[src/rtl/pipe_latch.sv]
// Two-entry skid latch between pipeline stages: MAIN drives the outputs and SKID
// absorbs the one extra beat that arrives while downstream stalls.
module pipe_latch #(
    parameter int DATA_W = 32,
    parameter int RD_W   = 5,
    parameter int CTRL_W = 2
) (
    input  logic              clock,
    input  logic              reset,
    input  logic              inValid,
    output logic              inReady,
    input  logic [DATA_W-1:0] oIn,
    input  logic [DATA_W-1:0] dIn,
    input  logic [RD_W-1:0]   rdIn,
    input  logic [CTRL_W-1:0] ctrlIn,
    input  logic              flush,
    output logic              outValid,
    input  logic              outReady,
    output logic [DATA_W-1:0] oOut,
    output logic [DATA_W-1:0] dOut,
    output logic [RD_W-1:0]   rdOut,
    output logic [CTRL_W-1:0] ctrlOut,
    output logic [1:0]        occupancy
);

    // State encoding equals the number of held beats, so occupancy doubles as
    // the observable FSM state.
    typedef enum logic [1:0] {
        EMPTY = 2'd0,
        FULL  = 2'd1,
        SKID  = 2'd2
    } stateT;

    typedef struct packed {
        logic [DATA_W-1:0] o;
        logic [DATA_W-1:0] d;
        logic [RD_W-1:0]   rd;
        logic [CTRL_W-1:0] ctrl;
    } beatT;

    stateT state;
    beatT  mainQ;
    beatT  skidQ;
    beatT  inBeat;
    logic  accept;
    logic  emit;

    // Handshake: a beat transfers on a rising edge where valid and ready are
    // both high; inReady never looks at outReady, which is what the SKID
    // entry is for.
    assign inReady   = (state != SKID) && !reset;
    assign outValid  = (state != EMPTY);
    assign occupancy = state;
    assign accept    = inValid && inReady;
    assign emit      = outValid && outReady;

    assign inBeat = '{o: oIn, d: dIn, rd: rdIn, ctrl: ctrlIn};

    // Control fields read zero in a bubble so a stale rd/wReg cannot leak
    // downstream; the data words simply keep their last value.
    assign oOut    = mainQ.o;
    assign dOut    = mainQ.d;
    assign rdOut   = outValid ? mainQ.rd : '0;
    assign ctrlOut = outValid ? mainQ.ctrl : '0;

    always_ff @(posedge clock) begin
        if (reset) begin
            state <= EMPTY;
            mainQ <= '0;
            skidQ <= '0;
        end else if (flush) begin
            state <= EMPTY;
        end else begin
            case (state)
                EMPTY: begin
                    if (accept) begin
                        mainQ <= inBeat;
                        state <= FULL;
                    end
                end
                FULL: begin
                    if (accept && emit) begin
                        mainQ <= inBeat;
                    end else if (accept) begin
                        skidQ <= inBeat;
                        state <= SKID;
                    end else if (emit) begin
                        state <= EMPTY;
                    end
                end
                SKID: begin
                    if (emit) begin
                        mainQ <= skidQ;
                        state <= FULL;
                    end
                end
                default: state <= EMPTY;
            endcase
        end
    end

endmodule

[config.mk]
export PLATFORM = sky130hd
export DESIGN_NAME = pipe_latch
export DESIGN_NICKNAME = d
export VERILOG_FILES = /design/src/rtl/pipe_latch.sv
export SDC_FILE = /design/constraint.sdc
export NUM_CORES = 1
export LEC_CHECK = 0
export CORE_MARGIN = 4
export CORE_UTILIZATION = 52
export DETAILED_ROUTE_END_ITERATION = 12
export PLACE_DENSITY = 0.78
export SETUP_SLACK_MARGIN = 0.4
export SYNTH_ARGS = -nofsm -noshare
export SYNTH_HDL_FRONTEND = slang
export SYNTH_SLANG_ARGS = --single-unit
[constraint.sdc]
create_clock -name clock -period 2.12 [get_ports clock]
set_input_delay 0.636 -clock clock [delete_from_list [all_inputs] [get_ports clock]]
set_output_delay 0.636 -clock clock [all_outputs]
set_load 0.005 [all_outputs]
==> qor.yml, run 1 <==
outcome: "complete, no violations"
r2r_cells: 9
syn_area_um2: 7410
hold_ws_ns: 0.473
fmax_mhz: 520
ir_drop_v: 0.000594
dp_hpwl_mm: 12.9
drt_iter0_markers: 718
path_class: "flop to output port"
syn-mean-instance-area_um2: 9.79
drc: 0
period_needed_ns: 1.92
track_usage: 0.264
synth_seq_cells: 144
critPathSlowestCell: "dfxtp_4"
arrival_ns: 1.29
grt_pass1_vias: 6547
path_buf_inv: 2
gp_routability_congestion: 0.821
grt_start_max_net_pins: 95
relSlewSlack: 0.544
max_stage_delay_ns: 0.36
layout_worst_path_cycle_share: 0.908
rsz0062_at_grt: "yes"
vias: 6802
p_leak_uw: 0.00407
first_pass_iters: 5
dieArea_um2: 16200
final-hold-violation-count: 0
cp_num_cells: 4
wirelength_mm: 24.1
crit_chain: "buf_6 -> nand2b_4 -> nor2b_4 -> buf_2"
root_buffer: "clkbuf_16"
finalPower_uw: 6750
postSynthCellCount: 757
clockBufferDepth: 2
min_path_type: "flop to flop"
cts_buffers: 17
areaGrowthSynthToFinish_pct: 34.4
insertion_delay_ns: 0.42
ant_nets: 0
setup_tns_ns: 0
cp.required_ns: 1.48
ys_warn_count: 0
synth_nets: 833
via_per_inst: 6.53
cp-start-kind: "flop"
regToRegSetupSlack_ns: 0.23
io_pins: 151
dp.cells: 965
place_ws_ns: -0.268
rr_endpoint: "dOut[22]$_SDFFE_PP0P_"
cp-end-kind: "output port"
clkTransAtPathRegs_ns: 0.06
wl_per_cell_um: 23.2
skew_ns: 0.00418
die_y_um: 127
maxCapViolations: 0
synth-async-reset-ratio: 0
die_w_um: 127
drive_gt1_frac: 0.282
worstMarginPinSlew_ns: 0.684
placementRows: 43
holdBufCountCts: 0
htreeDepth: 4
cts_tree: "built"
grt-ovfl-total: 0
grt_pass1_wl_mm: 34.5
setup_violations: 0
placeableCoreArea_um2: 13900
ys_seq_area_frac: 0.389
cp_max_fo: 2
antenna_found_initial: 3
nets: 922
numPortBuffers: 150
crit_path_end: "inReady"
synth_edf_count: 0
drv_slew: 0
power_density_nw_per_um2: 678
crit_family: "flip-flops"
fin_ws_ns: 0.195
finalNonFillerCells: 1041
initial_core_util: 0.532
rr_startpoint: "occupancy[0]$_SDFFE_PP0P_"
cts_sinks: 144
ys.flop_type: "dfxtp_1"
critPathLaunch: "occupancy[0]$_SDFFE_PP0P_"
synthDistinctLibCells: 31
## final cells by class
| type | count | area [µm²] |
|---|---|---|
| Antenna cell | 2 | 5.00 |
| Clock buffer | 20 | 457 |
| Clock inverter | 12 | 116 |
| Fill cell | 968 | 3980 |
| Inverter | 1 | 3.75 |
| Multi-Input combinational cell | 453 | 3710 |
| Sequential cell | 144 | 2900 |
| Tap cell | 180 | 225 |
| Timing Repair Buffer | 229 | 2530 |
## logic make-up (layout without fill, tap and decap cells)
family	Yosys count	count (layout)	synth area share
AOI/OAI and AO/OA	288	288	0.304
buffers and inverters	160	262	0.142
DFF	144	144	0.389
muxes	72	72	0.0973
other	0	2	0
and+or+nand+nor	93	93	0.0677
## state kept, by name, summed over array words and instances (netlist names)
| register | cells |
|---|---|
| dOut | 32 |
| oOut | 32 |
| mainQ | 7 |
| occupancy | 2 |
| skidQ | 71 |
## stage by stage
| stage | area, µm² | utilization |
|---|---|---|
| 3_3_place_gp | 8620 | 0.618 |
| 5_1_grt | 9960 | 0.714 |
| 4_1_cts | 9370 | 0.673 |
| 2_1_floorplan | 7410 | - |
| 6_report | 9960 | 0.714 |
| 3_5_place_dp | 8620 | 0.618 |
## routing by layer
metal | global-route usage | routed length [µm] | part of all wire
met1 | 0.335 | 9500 | 0.39
met2 | 0.433 | 11700 | 0.49
met3 | 0.0594 | 1960 | 0.081
met4 | 0.113 | 910 | 0.038
met5 | 0 | 12 | 0.00050
## worst min-delay path by stage
stage	start	endpoint	slack, ns	cells past startpoint
finish	skidQ[49]$_SDFFE_PP0P_	skidQ[49]$_SDFFE_PP0P_	0.47	2
global route	skidQ[10]$_SDFFE_PP0P_	skidQ[10]$_SDFFE_PP0P_	0.49	2
CTS	skidQ[10]$_SDFFE_PP0P_	skidQ[10]$_SDFFE_PP0P_	0.47	2
detailed placement	skidQ[49]$_SDFFE_PP0P_	skidQ[49]$_SDFFE_PP0P_	0.47	2
global placement	skidQ[58]$_SDFFE_PP0P_	skidQ[58]$_SDFFE_PP0P_	0.46	2
floorplan	skidQ[0]$_SDFFE_PP0P_	skidQ[0]$_SDFFE_PP0P_	0.45	2
## synth_stat cells (2+ instances only)
cell	n	area share
dfxtp_1	144	0.39
a21oi_1	72	0.049
mux2i_1	72	0.097
a311oi_1	71	0.084
nand3_1	71	0.048
a211oi_2	70	0.12
buf_4	65	0.066
o21ai_0	61	0.041
clkbuf_1	43	0.022
buf_2	34	0.023
o21ai_1	10	0.0068
nor2b_1	9	0.0076
buf_12	7	0.019
clkbuf_4	6	0.0061
nor2_1	3	0.0015
a211oi_1	2	0.0020
buf_6	2	0.0030
nand2b_1	2	0.0017
## repair_timing
| action | CTS | global route |
|---|---|---|
| buffers inserted | 13 | 14 |
| pin swaps | 5 | 16 |
| cloned | 2 | 13 |
| setup endpoints to repair | 196 | 95 |
| gates resized for setup | 154 | 37 |
## cell usage in the layout (no fill, tap or decap), types with 2 or more instances in the layout
master / count
dfxtp_1: 130
clkdlybuf4s50_1: 71
mux2i_1: 70
a21oi_1: 70
nand3_1: 70
a211oi_2: 69
dlygate4sd2_1: 67
a311oi_1: 60
o21ai_0: 60
clkbuf_16: 28
buf_4: 28
buf_6: 20
buf_12: 18
dfxtp_2: 13
a311oi_2: 11
o21ai_1: 11
buf_2: 9
nor2b_4: 8
clkinv_2: 8
nor2_4: 3
diode_2: 2
nand2b_4: 2
mux2i_2: 2
a211oi_4: 2
a21oi_2: 2
clkbuf_8: 2
bufinv_16: 2
buf_16: 2
buf_8: 2
## worst register-to-register path, delay by kind of cell, from the launching register on
| family | cells | cell delay [ns] |
|---|---|---|
| buf+inv | 6 | 0.82 |
| compound gates | 2 | 0.27 |
| flops | 1 | 0.36 |
| simple gates | 1 | 0.31 |
## where the power goes
group	switching [µW]	internal (µW)
clock	1150	1780
sequential	51.7	2790
combinational	502	483
total	1700	5050
Note: power is estimated with default switching activity, not from simulation.
==> run 2: changes to the inputs <==
--- a/config.mk
+++ b/config.mk
@@ -8,6 +8,7 @@
 export CORE_MARGIN = 4
 export CORE_UTILIZATION = 52
 export DETAILED_ROUTE_END_ITERATION = 12
+export HOLD_SLACK_MARGIN = 0.1
 export PLACE_DENSITY = 0.78
 export SETUP_SLACK_MARGIN = 0.4
 export SYNTH_ARGS = -nofsm -noshare
==> results of run 2 <==
The final DEF is identical to that of run 1; final timing and power are the same.
